## config.mk

```make
export PLATFORM = sky130hd
export DESIGN_NAME = axi_burst_splitter
export DESIGN_NICKNAME = d
export VERILOG_FILES = /design/src/rtl/axi_pkg.sv /design/src/rtl/axi_burst_addr_gen.sv /design/src/rtl/axi_burst_splitter.sv
export SDC_FILE = /design/constraint.sdc
export NUM_CORES = 1
export LEC_CHECK = 0
export ABC_AREA = 1
export BUFFER_PORTS_ARGS = -buffer_cell sky130_fd_sc_hd__clkbuf_2
export CORE_UTILIZATION = 46
export CTS_CLUSTER_SIZE = 14
export DETAILED_ROUTE_END_ITERATION = 6
export PLACE_DENSITY = 0.78
export SLEW_MARGIN = 20
export SYNTH_ARGS = -nofsm -noshare
export SYNTH_HDL_FRONTEND = slang
export SYNTH_HIERARCHICAL = 1
export SYNTH_SLANG_ARGS = --single-unit
```

## constraint.sdc

```tcl
create_clock -name clk -period 6.8 [get_ports clk]
set_input_delay 0.34 -clock clk [delete_from_list [all_inputs] [get_ports clk]]
set_output_delay 0.34 -clock clk [all_outputs]
set_load 0.01 [all_outputs]
```

## src/rtl/axi_pkg.sv

```systemverilog
// Shared AXI encodings plus the state types of the burst splitter.
package axi_pkg;

  typedef enum logic [1:0] {
    BURST_FIXED = 2'b00,
    BURST_INCR  = 2'b01,
    BURST_WRAP  = 2'b10,
    BURST_RSVD  = 2'b11
  } burst_e;

  typedef enum logic [1:0] {
    RESP_OKAY   = 2'b00,
    RESP_EXOKAY = 2'b01,
    RESP_SLVERR = 2'b10,
    RESP_DECERR = 2'b11
  } resp_e;

  typedef enum logic [2:0] {
    W_IDLE,
    W_ADDR,
    W_DATA,
    W_RESP,
    W_BRESP
  } w_state_e;

  typedef enum logic [1:0] {
    R_IDLE,
    R_ADDR,
    R_DATA
  } r_state_e;

  // Worst response wins, relying on the encoding order DECERR > SLVERR > OKAY.
  function automatic logic [1:0] resp_merge(input logic [1:0] acc, input logic [1:0] beat);
    return (beat > acc) ? beat : acc;
  endfunction

endpackage

```

## src/rtl/axi_burst_addr_gen.sv

```systemverilog
// Combinational AXI next-beat address for FIXED, INCR and WRAP bursts.
module axi_burst_addr_gen
  import axi_pkg::*;
#(
  parameter int ADDR_W = 32
) (
  input  logic [ADDR_W-1:0] addr_i,
  input  logic [7:0]        len_i,
  input  logic [2:0]        size_i,
  input  logic [1:0]        burst_i,
  output logic [ADDR_W-1:0] next_addr_o
);

  logic [ADDR_W-1:0] step;
  logic [ADDR_W-1:0] span;
  logic [ADDR_W-1:0] mask;
  logic [ADDR_W-1:0] incr;

  // NOTE: every output of a combinational block gets a default first, so no path can leave it unassigned and infer a latch.
  always_comb begin
    step        = ADDR_W'(1) << size_i;
    span        = ADDR_W'(len_i) + ADDR_W'(1);
    mask        = (span << size_i) - ADDR_W'(1);
    incr        = addr_i + step;
    next_addr_o = incr;
    case (burst_i)
      BURST_FIXED: next_addr_o = addr_i;
      BURST_WRAP:  next_addr_o = (addr_i & ~mask) | (incr & mask);
      default:     next_addr_o = incr;  // INCR and the reserved encoding
    endcase
  end

endmodule

```

## src/rtl/axi_burst_splitter.sv

```systemverilog
// Splits AXI4 bursts into single-beat transactions toward the CLINT,
// merging write responses and regenerating rlast on the way back.
module axi_burst_splitter
  import axi_pkg::*;
#(
  parameter int AXI_ADDR_W = 32,
  parameter int AXI_ID_W   = 8,
  parameter int AXI_DATA_W = 32
) (
  input  logic                    clk,
  input  logic                    rst,
  // upstream write
  input  logic                    s_awvalid,
  output logic                    s_awready,
  input  logic [AXI_ADDR_W-1:0]   s_awaddr,
  input  logic [7:0]              s_awlen,
  input  logic [2:0]              s_awsize,
  input  logic [1:0]              s_awburst,
  input  logic [2:0]              s_awprot,
  input  logic [AXI_ID_W-1:0]     s_awid,
  input  logic                    s_wvalid,
  output logic                    s_wready,
  input  logic                    s_wlast,
  input  logic [AXI_DATA_W-1:0]   s_wdata,
  input  logic [AXI_DATA_W/8-1:0] s_wstrb,
  output logic                    s_bvalid,
  input  logic                    s_bready,
  output logic [AXI_ID_W-1:0]     s_bid,
  output logic [1:0]              s_bresp,
  // upstream read
  input  logic                    s_arvalid,
  output logic                    s_arready,
  input  logic [AXI_ADDR_W-1:0]   s_araddr,
  input  logic [7:0]              s_arlen,
  input  logic [2:0]              s_arsize,
  input  logic [1:0]              s_arburst,
  input  logic [2:0]              s_arprot,
  input  logic [AXI_ID_W-1:0]     s_arid,
  output logic                    s_rvalid,
  input  logic                    s_rready,
  output logic [AXI_ID_W-1:0]     s_rid,
  output logic [1:0]              s_rresp,
  output logic [AXI_DATA_W-1:0]   s_rdata,
  output logic                    s_rlast,
  // downstream write
  output logic                    m_awvalid,
  input  logic                    m_awready,
  output logic [AXI_ADDR_W-1:0]   m_awaddr,
  output logic [7:0]              m_awlen,
  output logic [2:0]              m_awsize,
  output logic [1:0]              m_awburst,
  output logic [2:0]              m_awprot,
  output logic [AXI_ID_W-1:0]     m_awid,
  output logic                    m_wvalid,
  input  logic                    m_wready,
  output logic                    m_wlast,
  output logic [AXI_DATA_W-1:0]   m_wdata,
  output logic [AXI_DATA_W/8-1:0] m_wstrb,
  input  logic                    m_bvalid,
  output logic                    m_bready,
  input  logic [AXI_ID_W-1:0]     m_bid,
  input  logic [1:0]              m_bresp,
  // downstream read
  output logic                    m_arvalid,
  input  logic                    m_arready,
  output logic [AXI_ADDR_W-1:0]   m_araddr,
  output logic [7:0]              m_arlen,
  output logic [2:0]              m_arsize,
  output logic [1:0]              m_arburst,
  output logic [2:0]              m_arprot,
  output logic [AXI_ID_W-1:0]     m_arid,
  input  logic                    m_rvalid,
  output logic                    m_rready,
  input  logic [AXI_ID_W-1:0]     m_rid,
  input  logic [1:0]              m_rresp,
  input  logic [AXI_DATA_W-1:0]   m_rdata,
  input  logic                    m_rlast
);

  typedef struct packed {
    logic [AXI_ADDR_W-1:0] addr;
    logic [7:0]            len;
    logic [2:0]            size;
    logic [1:0]            burst;
    logic [2:0]            prot;
    logic [AXI_ID_W-1:0]   id;
  } req_t;

  w_state_e   w_state_q, w_state_d;
  req_t       aw_q, aw_d;
  logic [7:0] w_cnt_q, w_cnt_d;
  logic [1:0] bresp_q, bresp_d;
  logic       s_awready_q, s_awready_d;
  logic [AXI_ADDR_W-1:0] aw_next_addr;

  r_state_e   r_state_q, r_state_d;
  req_t       ar_q, ar_d;
  logic [7:0] r_cnt_q, r_cnt_d;
  logic       s_arready_q, s_arready_d;
  logic [AXI_ADDR_W-1:0] ar_next_addr;

  // Sideband the CLINT never needs: wlast/rlast are regenerated, ids are captured.
  logic unused;
  assign unused = ^{s_wlast, m_bid, m_rid, m_rlast};

  axi_burst_addr_gen #(.ADDR_W(AXI_ADDR_W)) u_aw_addr (
    .addr_i     (aw_q.addr),
    .len_i      (aw_q.len),
    .size_i     (aw_q.size),
    .burst_i    (aw_q.burst),
    .next_addr_o(aw_next_addr)
  );

  axi_burst_addr_gen #(.ADDR_W(AXI_ADDR_W)) u_ar_addr (
    .addr_i     (ar_q.addr),
    .len_i      (ar_q.len),
    .size_i     (ar_q.size),
    .burst_i    (ar_q.burst),
    .next_addr_o(ar_next_addr)
  );

  // ---------------- write path ----------------
  always_comb begin
    w_state_d = w_state_q;
    aw_d      = aw_q;
    w_cnt_d   = w_cnt_q;
    bresp_d   = bresp_q;
    m_awvalid = 1'b0;
    m_wvalid  = 1'b0;
    s_wready  = 1'b0;
    m_bready  = 1'b0;
    s_bvalid  = 1'b0;
    case (w_state_q)
      W_IDLE: begin
        if (s_awvalid && s_awready_q) begin
          aw_d.addr  = s_awaddr;
          aw_d.len   = s_awlen;
          aw_d.size  = s_awsize;
          aw_d.burst = s_awburst;
          aw_d.prot  = s_awprot;
          aw_d.id    = s_awid;
          w_cnt_d    = '0;
          bresp_d    = RESP_OKAY;
          w_state_d  = W_ADDR;
        end
      end
      W_ADDR: begin
        m_awvalid = 1'b1;
        if (m_awready) w_state_d = W_DATA;
      end
      W_DATA: begin
        m_wvalid = s_wvalid;
        s_wready = m_wready;
        if (s_wvalid && m_wready) w_state_d = W_RESP;
      end
      W_RESP: begin
        m_bready = 1'b1;
        if (m_bvalid) begin
          bresp_d = resp_merge(bresp_q, m_bresp);
          if (w_cnt_q == aw_q.len) begin
            w_state_d = W_BRESP;
          end else begin
            w_cnt_d   = w_cnt_q + 8'd1;
            aw_d.addr = aw_next_addr;
            w_state_d = W_ADDR;
          end
        end
      end
      W_BRESP: begin
        s_bvalid = 1'b1;
        if (s_bready) w_state_d = W_IDLE;
      end
      default: w_state_d = W_IDLE;
    endcase
    s_awready_d = (w_state_d == W_IDLE);
  end

  // NOTE: sequential state uses non-blocking assignments so every flop samples pre-edge values regardless of statement order.
  always_ff @(posedge clk or posedge rst) begin
    if (rst) begin
      w_state_q   <= W_IDLE;
      aw_q        <= '0;
      w_cnt_q     <= '0;
      bresp_q     <= RESP_OKAY;
      s_awready_q <= 1'b0;
    end else begin
      w_state_q   <= w_state_d;
      aw_q        <= aw_d;
      w_cnt_q     <= w_cnt_d;
      bresp_q     <= bresp_d;
      s_awready_q <= s_awready_d;
    end
  end

  // ---------------- read path ----------------
  always_comb begin
    r_state_d = r_state_q;
    ar_d      = ar_q;
    r_cnt_d   = r_cnt_q;
    m_arvalid = 1'b0;
    s_rvalid  = 1'b0;
    m_rready  = 1'b0;
    case (r_state_q)
      R_IDLE: begin
        if (s_arvalid && s_arready_q) begin
          ar_d.addr  = s_araddr;
          ar_d.len   = s_arlen;
          ar_d.size  = s_arsize;
          ar_d.burst = s_arburst;
          ar_d.prot  = s_arprot;
          ar_d.id    = s_arid;
          r_cnt_d    = '0;
          r_state_d  = R_ADDR;
        end
      end
      R_ADDR: begin
        m_arvalid = 1'b1;
        if (m_arready) r_state_d = R_DATA;
      end
      R_DATA: begin
        s_rvalid = m_rvalid;
        m_rready = s_rready;
        if (m_rvalid && s_rready) begin
          if (r_cnt_q == ar_q.len) begin
            r_state_d = R_IDLE;
          end else begin
            r_cnt_d   = r_cnt_q + 8'd1;
            ar_d.addr = ar_next_addr;
            r_state_d = R_ADDR;
          end
        end
      end
      default: r_state_d = R_IDLE;
    endcase
    s_arready_d = (r_state_d == R_IDLE);
  end

  always_ff @(posedge clk or posedge rst) begin
    if (rst) begin
      r_state_q   <= R_IDLE;
      ar_q        <= '0;
      r_cnt_q     <= '0;
      s_arready_q <= 1'b0;
    end else begin
      r_state_q   <= r_state_d;
      ar_q        <= ar_d;
      r_cnt_q     <= r_cnt_d;
      s_arready_q <= s_arready_d;
    end
  end

  // ---------------- fixed and pass-through fields ----------------
  assign s_awready = s_awready_q;
  assign s_arready = s_arready_q;

  assign m_awaddr  = aw_q.addr;
  assign m_awlen   = 8'd0;
  assign m_awsize  = aw_q.size;
  assign m_awburst = BURST_INCR;
  assign m_awprot  = aw_q.prot;
  assign m_awid    = aw_q.id;
  assign m_wlast   = 1'b1;
  assign m_wdata   = s_wdata;
  assign m_wstrb   = s_wstrb;
  assign s_bid     = aw_q.id;
  assign s_bresp   = bresp_q;

  assign m_araddr  = ar_q.addr;
  assign m_arlen   = 8'd0;
  assign m_arsize  = ar_q.size;
  assign m_arburst = BURST_INCR;
  assign m_arprot  = ar_q.prot;
  assign m_arid    = ar_q.id;
  assign s_rid     = ar_q.id;
  assign s_rdata   = m_rdata;
  assign s_rresp   = m_rresp;
  assign s_rlast   = (r_cnt_q == ar_q.len);

endmodule

```

Word-level counts from Yosys, hierarchy flattened
Cells that the tools add are included.

word-level totals
  logic and storage cells = 120
  output and inout bits = 212
  flip-flop bits (word level) = 137
  bits of input ports = 214

operators by class
  multiplexer cells = 42
  bitwise gates (word level) = 8
  equal/unequal tests = 19
  reduce and logical (&&, ||, !) cells = 19
  add/subtract/negate cells = 8
  order comparisons = 1
  shift operators = 4

operator list
  kind                                                                   number
  32-bit case mux with 2 select lines                                    4
  32-bit bitwise AND                                                     4
  32-bit 2-to-1 mux                                                      4
  56-bit 2-to-1 mux                                                      2
  32-bit adder                                                           2
  32-bit NOT                                                             2
  32-bit OR                                                              2
  1-bit by 3-bit << shifter with 32-bit output (first input constant)    2
  32-bit by 3-bit << shifter with 32-bit output                          2
  32-bit by 1-bit subtractor with 32-bit output (second input constant)  2
  8-bit 2-to-1 mux                                                       6
  8-bit case mux with 2 select lines                                     2
  8-bit by 1-bit adder with 9-bit output (second input constant)         2
  3-bit 2-to-1 mux                                                       6
  2-bit != test (second input constant)                                  9
  8-bit by 1-bit adder with 8-bit output (second input constant)         2
  8-bit equality test                                                    2
  3-bit case mux with 5 select lines                                     1
  2-bit 2-to-1 mux                                                       6
  4-bit AND reduction                                                    3
  5-bit AND reduction                                                    2
  1-bit 2-to-1 mux                                                       9
  2-bit logical NOT                                                      4
  2-bit equality test (second input constant)                            3
  other kinds (11)                                                       18

Logic depth before layout (Yosys ltp)
  depth in word-level cells = 10
  gate-level depth with buffers = 24
  mapped depth without buffers = 23

Cells and area by module
Netlist, hierarchy kept.

modules (own cells, without submodules)
  module                          seq. area each (µm²)  times used  cells an instance  area each (µm²)
  axi_burst_splitter              3428.3                1           1063               8480.6
  axi_burst_addr_gen (u_aw_addr)  0.0                   1           578                3100.5
  axi_burst_addr_gen (u_ar_addr)  0.0                   1           569                2977.9

Least setup slack after synthesis
Ideal clock, no wire load.

  kind = register -> register
  start = register aw_q (netlist bit m_awsize[1])
  end = register aw_q (netlist bit m_awaddr[26])
  setup time = 117 ps
  cell stages (with the launch flop) = 21
  arrival time = 2823 ps
  slack = 3860 ps
  clock period less this slack = 2940 ps
  path through = dfrtp_1 buf_2 inv_1 buf_2 nand2_1 nor2_1 fa_1 nand3_1 nand3_1 a21oi_1 inv_1 nand2_1 nor2_1 nand3_1 xor2_1 o22ai_1 a21o_1 nand2_1 nand2_1 nand3_1 nand2_1

on the way
  longest elaborated chain between the ends = 9
  elaborated cells between the ends (all ways) = 12

ends and longest elaborated chain
  what                                           line                       text
  from (decl)                                    axi_burst_splitter.sv:90   req_t aw_q, aw_d;
  from (signal assigned)                         axi_burst_splitter.sv:188  aw_q <= aw_d;
  32-bit by 3-bit << shifter with 32-bit output  axi_burst_addr_gen.sv:23   mask = (span << size_i) - ADDR_W'(1);
  32-bit by 1-bit subtractor with 32-bit output  axi_burst_addr_gen.sv:23
  32-bit NOT                                     axi_burst_addr_gen.sv:28   BURST_WRAP: next_addr_o = (addr_i & ~mask) | (incr & mask);
  32-bit bitwise AND                             axi_burst_addr_gen.sv:28
  32-bit OR                                      axi_burst_addr_gen.sv:28
  32-bit case mux with 2 select lines *          axi_burst_addr_gen.sv:26   case (burst_i)
  net aw_next_addr[26]                           axi_burst_splitter.sv:94   logic [AXI_ADDR_W-1:0] aw_next_addr;
  32-bit 2-to-1 mux *                            axi_burst_splitter.sv:160  if (w_cnt_q == aw_q.len) begin
  32-bit 2-to-1 mux *                            axi_burst_splitter.sv:158  if (m_bvalid) begin
  32-bit case mux with 2 select lines *          axi_burst_splitter.sv:133  case (w_state_q)

Mark *: on every way through the listed nets, which the timed path passes. The rest lies on a longest branch. The select of a mux whose other input is x is not followed.
A chain may end at the register's enable or synchronous reset.

Worst setup path after layout
  start = register ar_q (netlist bit m_arsize[1])
  end = register ar_q (netlist bit m_araddr[21])

on the way
  longest elaborated chain between the ends = 9
  elaborated cells between the ends (all ways) = 12

ends and longest elaborated chain
  what                                           line                       text
  from (decl)                                    axi_burst_splitter.sv:97   req_t ar_q, ar_d;
  from (signal assigned)                         axi_burst_splitter.sv:246  ar_q <= ar_d;
  32-bit by 3-bit << shifter with 32-bit output  axi_burst_addr_gen.sv:23
  32-bit by 1-bit subtractor with 32-bit output  axi_burst_addr_gen.sv:23
  32-bit NOT                                     axi_burst_addr_gen.sv:28
  32-bit bitwise AND                             axi_burst_addr_gen.sv:28
  32-bit OR                                      axi_burst_addr_gen.sv:28
  32-bit case mux with 2 select lines *          axi_burst_addr_gen.sv:26
  net ar_next_addr[21]                           axi_burst_splitter.sv:100  logic [AXI_ADDR_W-1:0] ar_next_addr;
  32-bit 2-to-1 mux *                            axi_burst_splitter.sv:224  if (r_cnt_q == ar_q.len) begin
  32-bit 2-to-1 mux *                            axi_burst_splitter.sv:223  if (m_rvalid && s_rready) begin
  32-bit case mux with 2 select lines *          axi_burst_splitter.sv:203  case (r_state_q)

Marks and branches as above.

==> impl_metrics.tcl <==
set metrics [dict create \
    synth_simple_gate_area_share_pct 38.8 \
    final_area_um2 15100 \
    clock_latency_ns 0.47 \
    synth-seq-cells 137 \
    synth.top_cell.area_share_pct 23.5 \
    hp-class "in -> async" \
    cts_tree "yes" \
    worstPathRequired_ns 7.16 \
    synthAdderAreaFrac_pct 2.51 \
    cts_buffers 17 \
    placed_cell_area_um2 14500 \
    fin_hold_ws_ns -0.00807 \
    die_y_um 180 \
    leakagePower_nw 7.87 \
    wl_per_cell_um 15.0 \
    fillers 3073 \
    port_buffers 246 \
    multi_input_area_um2 8520 \
    grt_overflow 0 \
    cp.arrival_ns 4.45 \
    cts_setup_buffers 0 \
    synthTopCellsByArea "dfrtp_1 24%, nand2_1 17%, buf_4 11%" \
    avgSynthCellArea_um2 6.59 \
    tightestPinTransition_ns 1.04 \
    seq_area_um2 3430 \
    cp-start-kind "flop" \
    clockBufferDepth 2 \
    drive_gt1_share_pct 20.2 \
    grt_util_all_layers_pct 24.5 \
    drtIter0Drc 1085 \
    worstSetupPathType "reg -> reg" \
    critPathCaptureType "flop" \
    dp.final_hpwl_um 28400 \
    report.final.slew_viol_count 0 \
    use_met2_pct 42.7 \
    yosysWarnings 6 \
    period_share_pct 60.1 \
    post_cts_resized 0 \
    max_freq_mhz 245 \
    grt_pass1_vias 13637 \
    layout_common_cells "675 x nand2_1, 281 x nand3_1, 246 x clkbuf_2, 174 x inv_1, 137 x dfrtp_1" \
    place.gp.congestion 0.897 \
    ant_nets 0 \
    synth_compound_area_share_pct 8.70 \
    finish.net_count 2465 \
    max_cap_viol_count 0 \
    dp_slack_ns 2.82 \
    grt_pass1_wl_um 65500 \
    area_delta_synth_final_pct 3.47 \
    start_util_pct 47.2 \
    peakVddDrop_v 0.000415 \
    h-tree-depth 4 \
    io_pins 426 \
    synth_xor_area_share_pct 4.51 \
    dr.pass1.iters 7 \
    layout_commonest_cell "nand2_1" \
    muxShareOfSynthArea_pct 3.48 \
    via_count 14271 \
    status "complete, but fails checks" \
    synth_cell_type_count 51 \
    cts_sinks 137 \
    synth_top_family_by_area "simple AND/OR/NAND/NOR gates" \
    top_usage_layer "met2" \
    syn_inst 2210 \
    synth-seq-area-share_pct 23.5 \
    holdBufCountCts 0 \
    hold_violations 8 \
    clk_pin_slew_worst_paths_ns 0.07 \
    tns_ns 0 \
    diodes 0 \
    antenna_found_initial 1 \
    timing.final.crit_period_ns 4.09 \
    fin_ws_ns 2.71 \
    setup_viol 0 \
    via_per_inst 5.42 \
    synth_top_cell_by_area "dfrtp_1" \
    core-area_um2 30800 \
    cts_root_buffer "clkbuf_16" \
    powerDensity_nw_per_um2 467 \
    die_x_um 180 \
    drc 23 \
    slew_headroom_pct 30.1 \
    fin_skew_ns 0.0152 \
    rsz0062_at_grt "false" \
    drt-total-wl_um 39400 \
    path_max_fanout 19 \
    use_met3_pct 4.27 \
    dieArea_um2 32400 \
    violations "DRC, hold timing" \
    rows 64 \
    synth_area_um2 14600 \
    grt_max_degree 73 \
    met1_usage_pct 29.4 \
]
## final timing paths
| check | startpoint | to | slack, ns | cells after the start |
|---|---|---|---|---|
| max in group asynchronous | rst | m_awaddr[11] | 5.45 | 3 |
| worst min-delay path | rst | m_arid[0] | -0.008 | 2 |
| worst max register to register | m_arsize[1] | m_araddr[21] | 2.71 | 18 |
| min in group clk | s_arid[1] | m_arid[1] | 0.11 | 2 |
| worst max-delay path | m_arsize[1] | m_araddr[21] | 2.71 | 18 |
| worst min register to register | m_arprot[0] | m_arprot[0] | 0.50 | 1 |
## state kept, by name (all words and copies together) (netlist names)
name	count
ar_q	10
aw_q	10
m_araddr	32
m_arid	8
m_arprot	3
m_arsize	3
m_awaddr	32
m_awid	8
m_awprot	3
m_awsize	3
r_cnt_q	8
r_state_q	2
s_arready	1
s_awready	1
s_bresp	2
w_cnt_q	8
w_state_q	3
## cell type report
cell class | instances | share of cell area (%)
clock inverters | 13 | 0.806
repair buffers | 256 | 8.67
clock buffers | 18 | 2.85
inverters | 201 | 5.07
flip-flops and latches | 137 | 22.8
multi-input cells | 1610 | 56.6
well taps | 396 | 3.29
## Yosys cell counts, drive strengths merged
cell type / instances
a21boi: 2
a21o: 13
a21oi: 43
a22o: 1
a31oi: 1
buf: 252
clkbuf: 29
clkinv: 7
conb: 2
dfrtp: 137
fa: 2
ha: 26
inv: 194
mux2: 45
nand2: 715
nand3: 302
nand3b: 8
nand4: 24
nor2: 131
nor3: 36
nor3b: 2
nor4: 7
o2111ai: 1
o211ai: 15
o21a: 1
o21ai: 76
o21bai: 18
o221ai: 3
o22ai: 35
o31ai: 2
or2: 5
xnor2: 12
xor2: 63
## logic make-up (layout without fill, tap and decap cells)
kind of cell	count (synthesis)	after routing
other	2	21
AND/OR/NAND/NOR	1230	1230
AO/OA/AOI/OAI	211	211
flip-flops	137	137
buffers and inverters	482	488
multiplexers	45	45
adder cells (fa/ha/maj)	28	28
XOR/XNOR	75	75
## layer usage
layer | part of all wire [%] | wire, um | vias up
li1 | - | - | 6963
met2 | 49 | 19100 | 594
met4 | 2.6 | 1040 | 2
met3 | 7.0 | 2750 | 88
met5 | 0.033 | 13 | -
met1 | 42 | 16400 | 6624
## critical path: stages, from the launching register on
cell	delay (ns)
dfrtp_1	0.78
clkinv_1	0.46
nand2_1	0.19
nor2_1	0.07
ha_1	0.38
inv_1	0.08
nor3_1	0.29
nand3_1	0.14
o2111ai_1	0.25
nand2_1	0.26
nor3_1	0.32
xor2_1	0.23
o22ai_1	0.09
inv_1	0.10
nand2_1	0.05
nand2_1	0.06
o21ai_0	0.08
nand3_1	0.10
nand2_1	0.06
## power by group
group / switching (W) / internal (W) / total (W)
sequential: 0.000523 / 0.00111 / 0.00163
combinational: 0.00298 / 0.00151 / 0.00448
clock: 0.000420 / 0.000502 / 0.000922
## metrics by stage
| step | std cells | util (%) | power, W |
|---|---|---|---|
| 2_1_floorplan | 2229 | - | 0.00535 |
| 3_3_place_gp | 2600 | 47.1 | 0.00594 |
| 3_5_place_dp | 2600 | 47.1 | 0.00606 |
| 4_1_cts | 2631 | 48.9 | 0.00701 |
| 5_1_grt | 2631 | 48.9 | 0.00764 |
| 6_report | 2631 | 48.9 | 0.00704 |
Note: power is estimated with default switching activity, not from simulation.
